`src/rtl/demux_load_seq_pkg.sv`:
```
// Shared types and helpers for the demux load sequencer: FSM states and the
// slot -> (column, row) mapping that drives the 1:8 demux.
package demux_load_seq_pkg;

    localparam int DATA_W_DEF = 15;
    localparam int CNT_W_DEF  = 16;

    typedef enum logic [1:0] {
        FILL = 2'd0,
        LAST = 2'd1,
        WAIT = 2'd2
    } state_t;

    typedef struct packed {
        logic       sw;
        logic [1:0] sel;
    } pos_t;

    // Column-major fill: the low two slot bits walk the rows, bit 2 picks the column.
    function automatic pos_t slot_pos(input logic [2:0] slot);
        pos_t p;
        p.sw  = slot[2];
        p.sel = slot[1:0];
        return p;
    endfunction

    function automatic logic [7:0] strobe(input pos_t p);
        return 8'b1 << {p.sel, p.sw};
    endfunction

endpackage

```
`src/rtl/demux_load_seq_if.sv`:
```
// Pixel stream, demux drive and window handshake bundled for the load sequencer.
interface demux_load_seq_if
    import demux_load_seq_pkg::*;
#(
    parameter int DATA_W = DATA_W_DEF,
    parameter int CNT_W  = CNT_W_DEF
) ();

    logic [DATA_W-1:0] pix_in;
    logic              pix_valid;
    logic              pix_ready;
    logic              flush;
    logic [DATA_W-1:0] demux_in;
    logic              switch;
    logic [1:0]        mux_sel;
    logic [7:0]        load_en;
    logic              win_valid;
    logic              win_ack;
    logic [CNT_W-1:0]  win_cnt;

    modport master (
        output pix_in, pix_valid, flush, win_ack,
        input  pix_ready, demux_in, switch, mux_sel, load_en, win_valid, win_cnt
    );

    modport slave (
        input  pix_in, pix_valid, flush, win_ack,
        output pix_ready, demux_in, switch, mux_sel, load_en, win_valid, win_cnt
    );

endinterface

```
`src/rtl/demux_load_seq.sv`:
```
// Load sequencer ahead of the 1:8 pixel demux: fills a 4x2 window one pixel per
// accept, then presents win_valid to the kernel until it acks.
module demux_load_seq
    import demux_load_seq_pkg::*;
#(
    parameter int DATA_W = DATA_W_DEF,
    parameter int CNT_W  = CNT_W_DEF
) (
    input  logic             clk,
    input  logic             rst,
    demux_load_seq_if.slave  bus
);

    state_t            state;
    logic [2:0]        slot;
    logic              pix_ready_q;
    logic [DATA_W-1:0] demux_in_q;
    logic              switch_q;
    logic [1:0]        mux_sel_q;
    logic [7:0]        load_en_q;
    logic              win_valid_q;
    logic [CNT_W-1:0]  win_cnt_q;

    logic accept;
    pos_t pos;

    assign accept = (state == FILL) && bus.pix_valid && pix_ready_q;
    assign pos    = slot_pos(slot);

    always_ff @(posedge clk) begin
        if (rst) begin
            state       <= FILL;
            slot        <= 3'd0;
            pix_ready_q <= 1'b0;
            demux_in_q  <= '0;
            switch_q    <= 1'b0;
            mux_sel_q   <= 2'd0;
            load_en_q   <= 8'd0;
            win_valid_q <= 1'b0;
            win_cnt_q   <= '0;
        end else if (bus.flush) begin
            // Data/select lines keep their last value; only the strobe is killed.
            state       <= FILL;
            slot        <= 3'd0;
            pix_ready_q <= 1'b1;
            load_en_q   <= 8'd0;
            win_valid_q <= 1'b0;
        end else begin
            load_en_q <= 8'd0;
            case (state)
                FILL: begin
                    pix_ready_q <= 1'b1;
                    if (accept) begin
                        demux_in_q <= bus.pix_in;
                        switch_q   <= pos.sw;
                        mux_sel_q  <= pos.sel;
                        load_en_q  <= strobe(pos);
                        slot       <= slot + 3'd1;
                        if (slot == 3'd7) begin
                            state       <= LAST;
                            pix_ready_q <= 1'b0;
                        end
                    end
                end
                LAST: begin
                    state       <= WAIT;
                    pix_ready_q <= 1'b0;
                    win_valid_q <= 1'b1;
                end
                WAIT: begin
                    if (bus.win_ack) begin
                        state       <= FILL;
                        pix_ready_q <= 1'b1;
                        win_valid_q <= 1'b0;
                        win_cnt_q   <= win_cnt_q + CNT_W'(1);
                    end
                end
                default: begin
                    state       <= FILL;
                    slot        <= 3'd0;
                    pix_ready_q <= 1'b0;
                    win_valid_q <= 1'b0;
                end
            endcase
        end
    end

    assign bus.pix_ready = pix_ready_q;
    assign bus.demux_in  = demux_in_q;
    assign bus.switch    = switch_q;
    assign bus.mux_sel   = mux_sel_q;
    assign bus.load_en   = load_en_q;
    assign bus.win_valid = win_valid_q;
    assign bus.win_cnt   = win_cnt_q;

endmodule

```
`src/flat_wrapper.sv`:
```
// flat-port wrapper written by rule: the top's interface ports become plain ports
module demux_load_seq_flat import demux_load_seq_pkg::*;
#(
    parameter int DATA_W = DATA_W_DEF,
    parameter int CNT_W  = CNT_W_DEF
)
  (clk, rst, bus_pix_in, bus_pix_valid, bus_flush, bus_win_ack, bus_pix_ready, bus_demux_in, bus_switch, bus_mux_sel, bus_load_en, bus_win_valid, bus_win_cnt);
  demux_load_seq_if #(.DATA_W(DATA_W), .CNT_W(CNT_W)) bus_i ();
  input  logic clk;
  input  logic rst;
  input wire logic [$bits(bus_i.pix_in)-1:0] bus_pix_in;
  input wire logic [$bits(bus_i.pix_valid)-1:0] bus_pix_valid;
  input wire logic [$bits(bus_i.flush)-1:0] bus_flush;
  input wire logic [$bits(bus_i.win_ack)-1:0] bus_win_ack;
  output wire logic [$bits(bus_i.pix_ready)-1:0] bus_pix_ready;
  output wire logic [$bits(bus_i.demux_in)-1:0] bus_demux_in;
  output wire logic [$bits(bus_i.switch)-1:0] bus_switch;
  output wire logic [$bits(bus_i.mux_sel)-1:0] bus_mux_sel;
  output wire logic [$bits(bus_i.load_en)-1:0] bus_load_en;
  output wire logic [$bits(bus_i.win_valid)-1:0] bus_win_valid;
  output wire logic [$bits(bus_i.win_cnt)-1:0] bus_win_cnt;
  assign bus_i.pix_in = bus_pix_in;
  assign bus_i.pix_valid = bus_pix_valid;
  assign bus_i.flush = bus_flush;
  assign bus_i.win_ack = bus_win_ack;
  assign bus_pix_ready = bus_i.pix_ready;
  assign bus_demux_in = bus_i.demux_in;
  assign bus_switch = bus_i.switch;
  assign bus_mux_sel = bus_i.mux_sel;
  assign bus_load_en = bus_i.load_en;
  assign bus_win_valid = bus_i.win_valid;
  assign bus_win_cnt = bus_i.win_cnt;
  demux_load_seq #(.DATA_W(DATA_W), .CNT_W(CNT_W)) u_core (.clk(clk), .rst(rst), .bus(bus_i));
endmodule
```
`config.mk`:
```
export PLATFORM = sky130hd
export DESIGN_NAME = demux_load_seq_flat
export DESIGN_NICKNAME = d
export VERILOG_FILES = /design/src/rtl/demux_load_seq_pkg.sv /design/src/rtl/demux_load_seq_if.sv /design/src/rtl/demux_load_seq.sv /design/src/flat_wrapper.sv
export SDC_FILE = /design/constraint.sdc
export NUM_CORES = 1
export LEC_CHECK = 0
export BUFFER_PORTS_ARGS = -buffer_cell sky130_fd_sc_hd__buf_4
export CAP_MARGIN = 20
export CORE_AREA = 2 2 81 91
export DETAILED_ROUTE_END_ITERATION = 10
export DIE_AREA = 0 0 83 93
export PLACE_DENSITY = 0.54
export SLEW_MARGIN = 20
export SYNTH_ARGS = -nofsm -noshare
export SYNTH_HDL_FRONTEND = slang
export SYNTH_SLANG_ARGS = --single-unit
```
`constraint.sdc`:
```
create_clock -name clk -period 1.82 [get_ports clk]
set_input_delay 0.364 -clock clk [delete_from_list [all_inputs] [get_ports clk]]
set_output_delay 0.364 -clock clk [all_outputs]
set_load 0.05 [all_outputs]
```
==> results of run 1 <==
[cell usage after synthesis]
master / instances / area share, %
a21o_1: 1 / 0.38
a21oi_1: 27 / 6.9
a311oi_1: 1 / 0.44
a41o_1: 1 / 0.51
and2_0: 1 / 0.32
and2_1: 1 / 0.32
buf_2: 1 / 0.25
buf_4: 1 / 0.38
clkbuf_1: 7 / 1.3
dfxtp_1: 49 / 50
ha_1: 6 / 3.8
inv_1: 6 / 1.1
mux2_2: 1 / 0.57
mux2i_1: 2 / 1.0
nand2_1: 45 / 8.6
nand2b_1: 2 / 0.63
nand3_1: 7 / 1.8
nand3b_1: 2 / 0.76
nand4_2: 1 / 0.63
nand4b_2: 1 / 0.76
nor2_1: 29 / 5.5
nor2b_1: 2 / 0.63
nor3_1: 8 / 2.0
nor3b_1: 2 / 0.76
nor4_1: 4 / 1.3
o21ai_0: 5 / 1.3
o21ba_2: 1 / 0.51
o31ai_1: 1 / 0.38
or2_2: 2 / 0.63
or3_1: 5 / 1.6
or3_2: 1 / 0.38
or4_1: 1 / 0.38
xnor2_1: 8 / 3.6
xor2_1: 2 / 0.89
[how the worst max path moves through the flow]
stage	endpoint	cells past startpoint	start
finish	u_core.bus.win_cnt[11]	6	u_core.state[0]
floorplan	u_core.bus.win_cnt[14]	4	u_core.bus.win_cnt[0]
detailed placement	u_core.bus.win_cnt[11]	6	u_core.state[0]
CTS	u_core.bus.win_cnt[11]	6	u_core.state[0]
global route	u_core.bus.win_cnt[11]	6	u_core.state[0]
global placement	u_core.bus.win_cnt[11]	6	u_core.state[0]
[flip-flops by register name, summed over array words and instances, names as in the netlist]
signal	count
u_core.bus.win_valid	1
u_core.bus.mux_sel	2
u_core.bus.demux_in	15
u_core.bus.switch	1
u_core.bus.win_cnt	16
u_core.bus.load_en	8
u_core.pos	3
u_core.state	2
u_core.bus.pix_ready	1
[timing repair]
item | in CTS | in global routing
setup endpoints to repair | 0 | 1
gates resized for setup | 0 | 2
setup buffers | 0 | 1
hold buffers | 0 | 0
[cell type report]
cell class,instances,area (sq um),area share (%)
repair buffers,73,548,20.2
flip-flops and latches,49,993,36.7
inverters,6,22.5,0.831
clock inverters,2,13.8,0.508
multi-input cells,170,942,34.8
clock buffers,6,82.6,3.05
well taps,85,106,3.93
[through the flow]
stage                     instances  worst slack [ps]  power (mW)  hold slack (ps)
after global placement          382               142        1.28              444
after detailed placement        382              86.0        1.28              448
after global routing            391              23.2        2.01              293
after floorplan                 234              5.34        1.21              470
final                           391               121        1.92              303
after CTS                       390              58.0        1.96              289
[cells by family (layout without fill, tap and decap cells)]
logic type | after synthesis | count (layout) | share of synthesized area [%]
mux | 3 | 3 | 1.59
xor+xnor | 10 | 10 | 4.44
fa+ha+maj | 6 | 6 | 3.81
simple gates | 114 | 114 | 27.0
compound gates | 37 | 37 | 10.3
flops | 49 | 49 | 49.7
buf+inv | 15 | 87 | 3.11
[metal layers]
metal,wire (microns),vias up
li1,-,922
met1,2190,801
met2,2080,46
met3,251,7
met4,79,0
met5,0,-
[worst reg2reg max path, delay by kind of cell (launching register included)]
kind                       cells  cell delay, ps
AOI/OAI and AO/OA              1             130
DFF                            1             330
adders and majority gates      1             170
buffers and inverters          1             120
and+or+nand+nor                3             880
[power by group]
part	internal (mW)	switching, mW	total (mW)	leakage (nW)
sequential	1.08	0.00783	1.09	0.401
combinational	0.0620	0.0982	0.160	0.665
clock	0.309	0.362	0.670	0.0512
total	1.46	0.468	1.92	1.12
==> metrics.md, run 1 <==
| Metric | Value |
|---|---|
| Status | completed |
| Delay-heaviest family, CP | simple AND/OR/NAND/NOR gates |
| Synthesized cell area | 1970 sq um |
| CP startpoint kind | register |
| Via count | about 1800 |
| GRT Util Overall | a little under an eighth |
| CP max stage delay | around 360 ps |
| Worst Min Path Start | bus_pix_in[10] |
| Initial antenna violation count | 0 |
| Most frequent cells in the layout | buf_4, nand2_1, dfxtp_1 |
| Max cap viols | 0 |
| CTS sink cnt | 49 |
| Worst EP arrival | roughly 1900 ps |
| Die width | a little over 80 microns |
| Post-synthesis sequential area ratio | slightly below 50% |
| Most Crowded Layer GR | met2 |
| 1st-pass router iterations | 4 |
| Via density | approximately 4.5 |
| Starting Density | slightly below 30% |
| Worst Hold Class | input port to register |
| Ys Warns | 0 |
| Power per cell area | just over 700 nW/um^2 |
| Post-Synthesis Cells | between 200 and 250 |
| CTS tree | built |
| DRC | 0 |
| Num CTS Buffers | 5 |
| Final Cycle Share | between 90% and 100% |
| Placed cell areas | 2590 sq um |
| Slew HR | 74.7% |
| WS Path Type | register to register |
| Met3 usage | under 10% |
| Post-layout util | about two fifths |
| Leak | 1.12 nW |
| Final setup fails | 0 |
| First-pass GRT wire length | 7.44 mm |
| First DRT Iteration DRCs | between 70 and 80 |
| Most frequent CP cell | or3_1 |
| Distinct cells, synth | 34 |
| Critical Path RT | a little over 2000 ps |
| CP Max Fanout | 5 |
| Worst Skew | 6.57 ps |
| Final Critical Period | ~1700 ps |
| Clk_lat worst skew | roughly 300 ps |
| Post-Layout Inst Area | roughly 2700 sq um |
| Syn Nets | 260 |
| WP buf/inv | 1 |
| Wire per inst | 11.8 microns |
| GR Util met1 | between 10% and 20% |
| CP max-delay cell | or3_1 |
| Critical Path Sink Type | register |
| FMAX | between 500 and 600 MHz |
| Reg2Reg Depth | 6 |
| Row count | 32 |
| Reg2reg start | u_core.state[0] |
| Hold depth | 3 |
| CTS Root Cell | clkbuf_8 |
| GPL Wtd Cong | approximately 0.75 |
| Max Root-Sink Buffers | 2 |
| CTS H-Tree Depth | 2 |
| Mapped Avg Cell Area | about 8.4 sq um |
| Synth Register Bits | about 50 |
| Max-slew violations | 0 |
| Slew @ Worst Pin | 376 ps |
| IO Pins | 64 |
| Crit-path cells | inv_1 -> ha_4 -> nand3b_1 -> or3_1 -> or3_1 -> a21oi_1 |
| P&R area growth vs syn | 37.4% |
| Final hold violations | 0 |
| WHS Endpoint | u_core.bus.demux_in[10] |
| CORE AREA | 6850 sq um |
| HPWL after DPL | ~3.3 mm |
| Vias in the first global route | roughly 1600 |
| TNS Setup | 0 ps |
| # nets final | 331 |
| RSZ-0062 raised after global routing | no |
| Largest net degree at the start of global routing | 38 |
| Commonest non-fill, non-tap cell in the layout | buf_4 |
| Die ar. | 7720 sq um |
| Layout cells sized above 1 | about 32% |
| Flop2flop setup slack | about 120 ps |
| ANT cells | 0 |
| # port buffers | 63 |
| FF-to-FF End | u_core.bus.win_cnt[11] |
| Die H | 93 microns |
| Met2 Usage GRT | ~19% |
| GRT overflow | 0 |
| Routed Wire Length | around 4.6 mm |
| Final ANT Viol Nets | 0 |
| Fillers | roughly 730 |
| CTS clk-pin slew, worst paths | 90 ps |
| Maximum vdd drop | roughly 0.00045 V |
Power figures use the tool's default switching activity.
==> run 2, diff against run 1 <==
--- a/config.mk
+++ b/config.mk
@@ -7,10 +7,10 @@
 export LEC_CHECK = 0
 export BUFFER_PORTS_ARGS = -buffer_cell sky130_fd_sc_hd__buf_4
 export CAP_MARGIN = 20
-export CORE_AREA = 2 2 81 91
+export CORE_AREA = 2 2 67 75
 export DETAILED_ROUTE_END_ITERATION = 10
-export DIE_AREA = 0 0 83 93
-export PLACE_DENSITY = 0.54
+export DIE_AREA = 0 0 69 77
+export PLACE_DENSITY = 0.75
 export SLEW_MARGIN = 20
 export SYNTH_ARGS = -nofsm -noshare
 export SYNTH_HDL_FRONTEND = slang
==> run 2 against run 1 <==
Via count increased by 1.1%. Cell count decreased by 7.7%. Worst setup slack got worse by 42 ps. Wire length decreased by 5.3%. Fmax decreased by 2.4%. Global-route usage increased by 5.2 points. Count of clock-buffer cells in the layout unchanged. Clock skew increased by 1.1 ps. Core utilization increased by 18 points. Die area decreased by 31%. Clock power decreased by 6.0%. Largest power group unchanged. Power decreased by 2.2%.
==> metrics.md, run 2 (synthesized netlist as in run 1, its figures left out) <==
| Metric | Value |
|---|---|
| CTS Root Cell | clkbuf_8 |
| CTS H-Tree Depth | 2 (unchanged) |
| # port buffers | 63 (unchanged) |
| Final setup fails | 0 (unchanged) |
| Placed cells | 351 (-8.1%) |
| Final hold violations | 0 (unchanged) |
| Final ANT Viol Nets | 0 (unchanged) |
| Final Cycle Share | 95.7% (+2.3 points) |
| Worst Skew | 7.68 ps (+1.11 ps) |
| First DRT Iteration DRCs | 79 (+11%) |
| CP max-delay cell | or3_1 |
| Worst Hold Class | input port to register |
| CP Launch Point | u_core.state[0] |
| Post-layout util | 58.0% (+18 points) |
| Final Critical Period | 1740 ps (+41.9 ps) |
| CP Max Fanout | 5 (unchanged) |
| Max cap viols | 0 (unchanged) |
| GPL Wtd Cong | 0.828 (+10%) |
| Max-slew violations | 0 (unchanged) |
| IO Pins | 64 (unchanged) |
| CTS tree | built |
| Wire per inst | 12.1 microns (+2.6%) |
| Row count | 26 (-19%) |
| CORE AREA | 4550 sq um (-33%) |
| Non-filler cells, final | 361 (-7.7%) |
| Die width | 69 microns (-17%) |
| Leak | 1.10 nW (-1.8%) |
| HPWL after DPL | 3.11 mm (-4.9%) |
| Commonest non-fill, non-tap cell in the layout | buf_4 |
| Critical Path Sink Type | register |
| Power Total | 1.88 mW (-2.2%) |
| CP max stage delay | 360 ps (about the same) |
| Via count | 1795 (+1.1%) |
| Routed Wire Length | 4.37 mm (-5.3%) |
| Critical Path RT | 2060 ps (about the same) |
| Most frequent CP cell | or3_1 |
| CTS resizes | 0 (unchanged) |
| Fillers | 442 (-39%) |
| Via density | 4.97 (+9.5%) |
| DRC | 0 (unchanged) |
| Power per cell area | 711 nW/um^2 (+0.18%) |
| CP startpoint kind | register |
| Layout cells sized above 1 | 31.5% (-0.88 points) |
| TNS Setup | 0 ps (unchanged) |
| Worst EP arrival | 1980 ps (+50 ps) |
| Hold slack final | 302 ps (-0.565 ps) |
| Slew HR | 74.5% (-0.17 points) |
| P&R area growth vs syn | 34.1% |
| Max Root-Sink Buffers | 2 (unchanged) |
| Vias in the first global route | 1712 (+6.0%) |
| WP buf/inv | 1 (unchanged) |
| Slew @ Worst Pin | 379 ps (+2.49 ps) |
| Die ar. | 5310 sq um (-31%) |
| CTS clk-pin slew, worst paths | 90 ps (about the same) |
| 1st-pass router iterations | 5 (+1) |
| Most frequent cells in the layout | buf_4, nand2_1, dfxtp_1 |
| FMAX | 574 MHz (-2.4%) |
| GRT overflow | 0 (unchanged) |
| Num CTS Buffers | 5 (unchanged) |
| CTS sink cnt | 49 (unchanged) |
| Delay-heaviest family, CP | simple AND/OR/NAND/NOR gates |
| Die H | 77 microns (-17%) |
| # nets final | 330 (-0.30%) |
| Starting Density | 43.3% (+14 points) |
| First-pass GRT wire length | 7.51 mm (+0.93%) |
| Largest net degree at the start of global routing | 38 (unchanged) |
| ANT cells | 0 (unchanged) |
| WS Path Type | register to register |
| Initial antenna violation count | 0 (unchanged) |
| Reg2reg start | u_core.state[0] |
| Maximum vdd drop | 0.000351 V (-22%) |
| Status | completed |
| Clk_lat worst skew | 300 ps (about the same) |
| Flop2flop setup slack | 80 ps (-40 ps) |
| Crit-path cells | inv_1 -> ha_1 -> nand3b_1 -> or3_1 -> or3_1 -> a21oi_1 |
| Max FFs per register | 16 (unchanged) |
| GRT Util Overall | 16.9% (+5.2 points) |
| Worst Min Path Start | bus_pix_in[13] |
-- run 2: cell types whose count changed in the layout (fill, tap and decap cells not counted), sizes merged --
cell,previous run,this run
clkinv,2,0
clkinvlp,0,2
buf,73,72
-- run 2: where the power goes --
group	internal (mW)	switching, mW
clock network	0.271	0.359
logic	0.0606	0.0967
registers	1.08	0.00778
total	1.42	0.464
-- run 2: worst register-to-register path, stage by stage, from the launching register on --
cell,delay [ps]
dfxtp_1,340
inv_1,80
ha_1,240
nand3b_1,170
or3_1,360
or3_1,360
a21oi_1,140
-- run 2: cell type report --
class	count	area (sq um)	share of cell area, %
clock inverters	2	15.0	0.568
inverters	6	22.5	0.852
multi-input cells	170	930	35.2
well taps	56	70.1	2.65
repair buffers	72	541	20.4
clock buffers	6	72.6	2.74
flip-flops and latches	49	993	37.6
-- run 2: stage by stage --
| step | worst slack, ps | instance area [sq um] |
|---|---|---|
| floorplan | 5.34 | 1980 |
| detailed placement | 93.7 | 2540 |
| global placement | 163 | 2540 |
| finish | 78.7 | 2640 |
| global route | -28.7 | 2640 |
| CTS | 64.3 | 2630 |
-- run 2: worst paths after layout --
path	endpoint	cells after the start
worst max-delay path	u_core.bus.win_cnt[11]	6
worst min-delay path	u_core.bus.demux_in[13]	3
worst max register to register	u_core.bus.win_cnt[11]	6
worst min register to register	u_core.bus.demux_in[0]	2
-- run 2: repair_timing --
action,4_1_cts,5_1_grt
hold buffers,0,0
endpoints found under the setup margin,0,1
setup buffers,0,2
-- run 2: routing by layer --
layer,global-route usage [%],routed length (microns)
met1,19.1,1880
met2,30.3,2130
met3,4.86,284
met4,5.69,72
met5,0,0
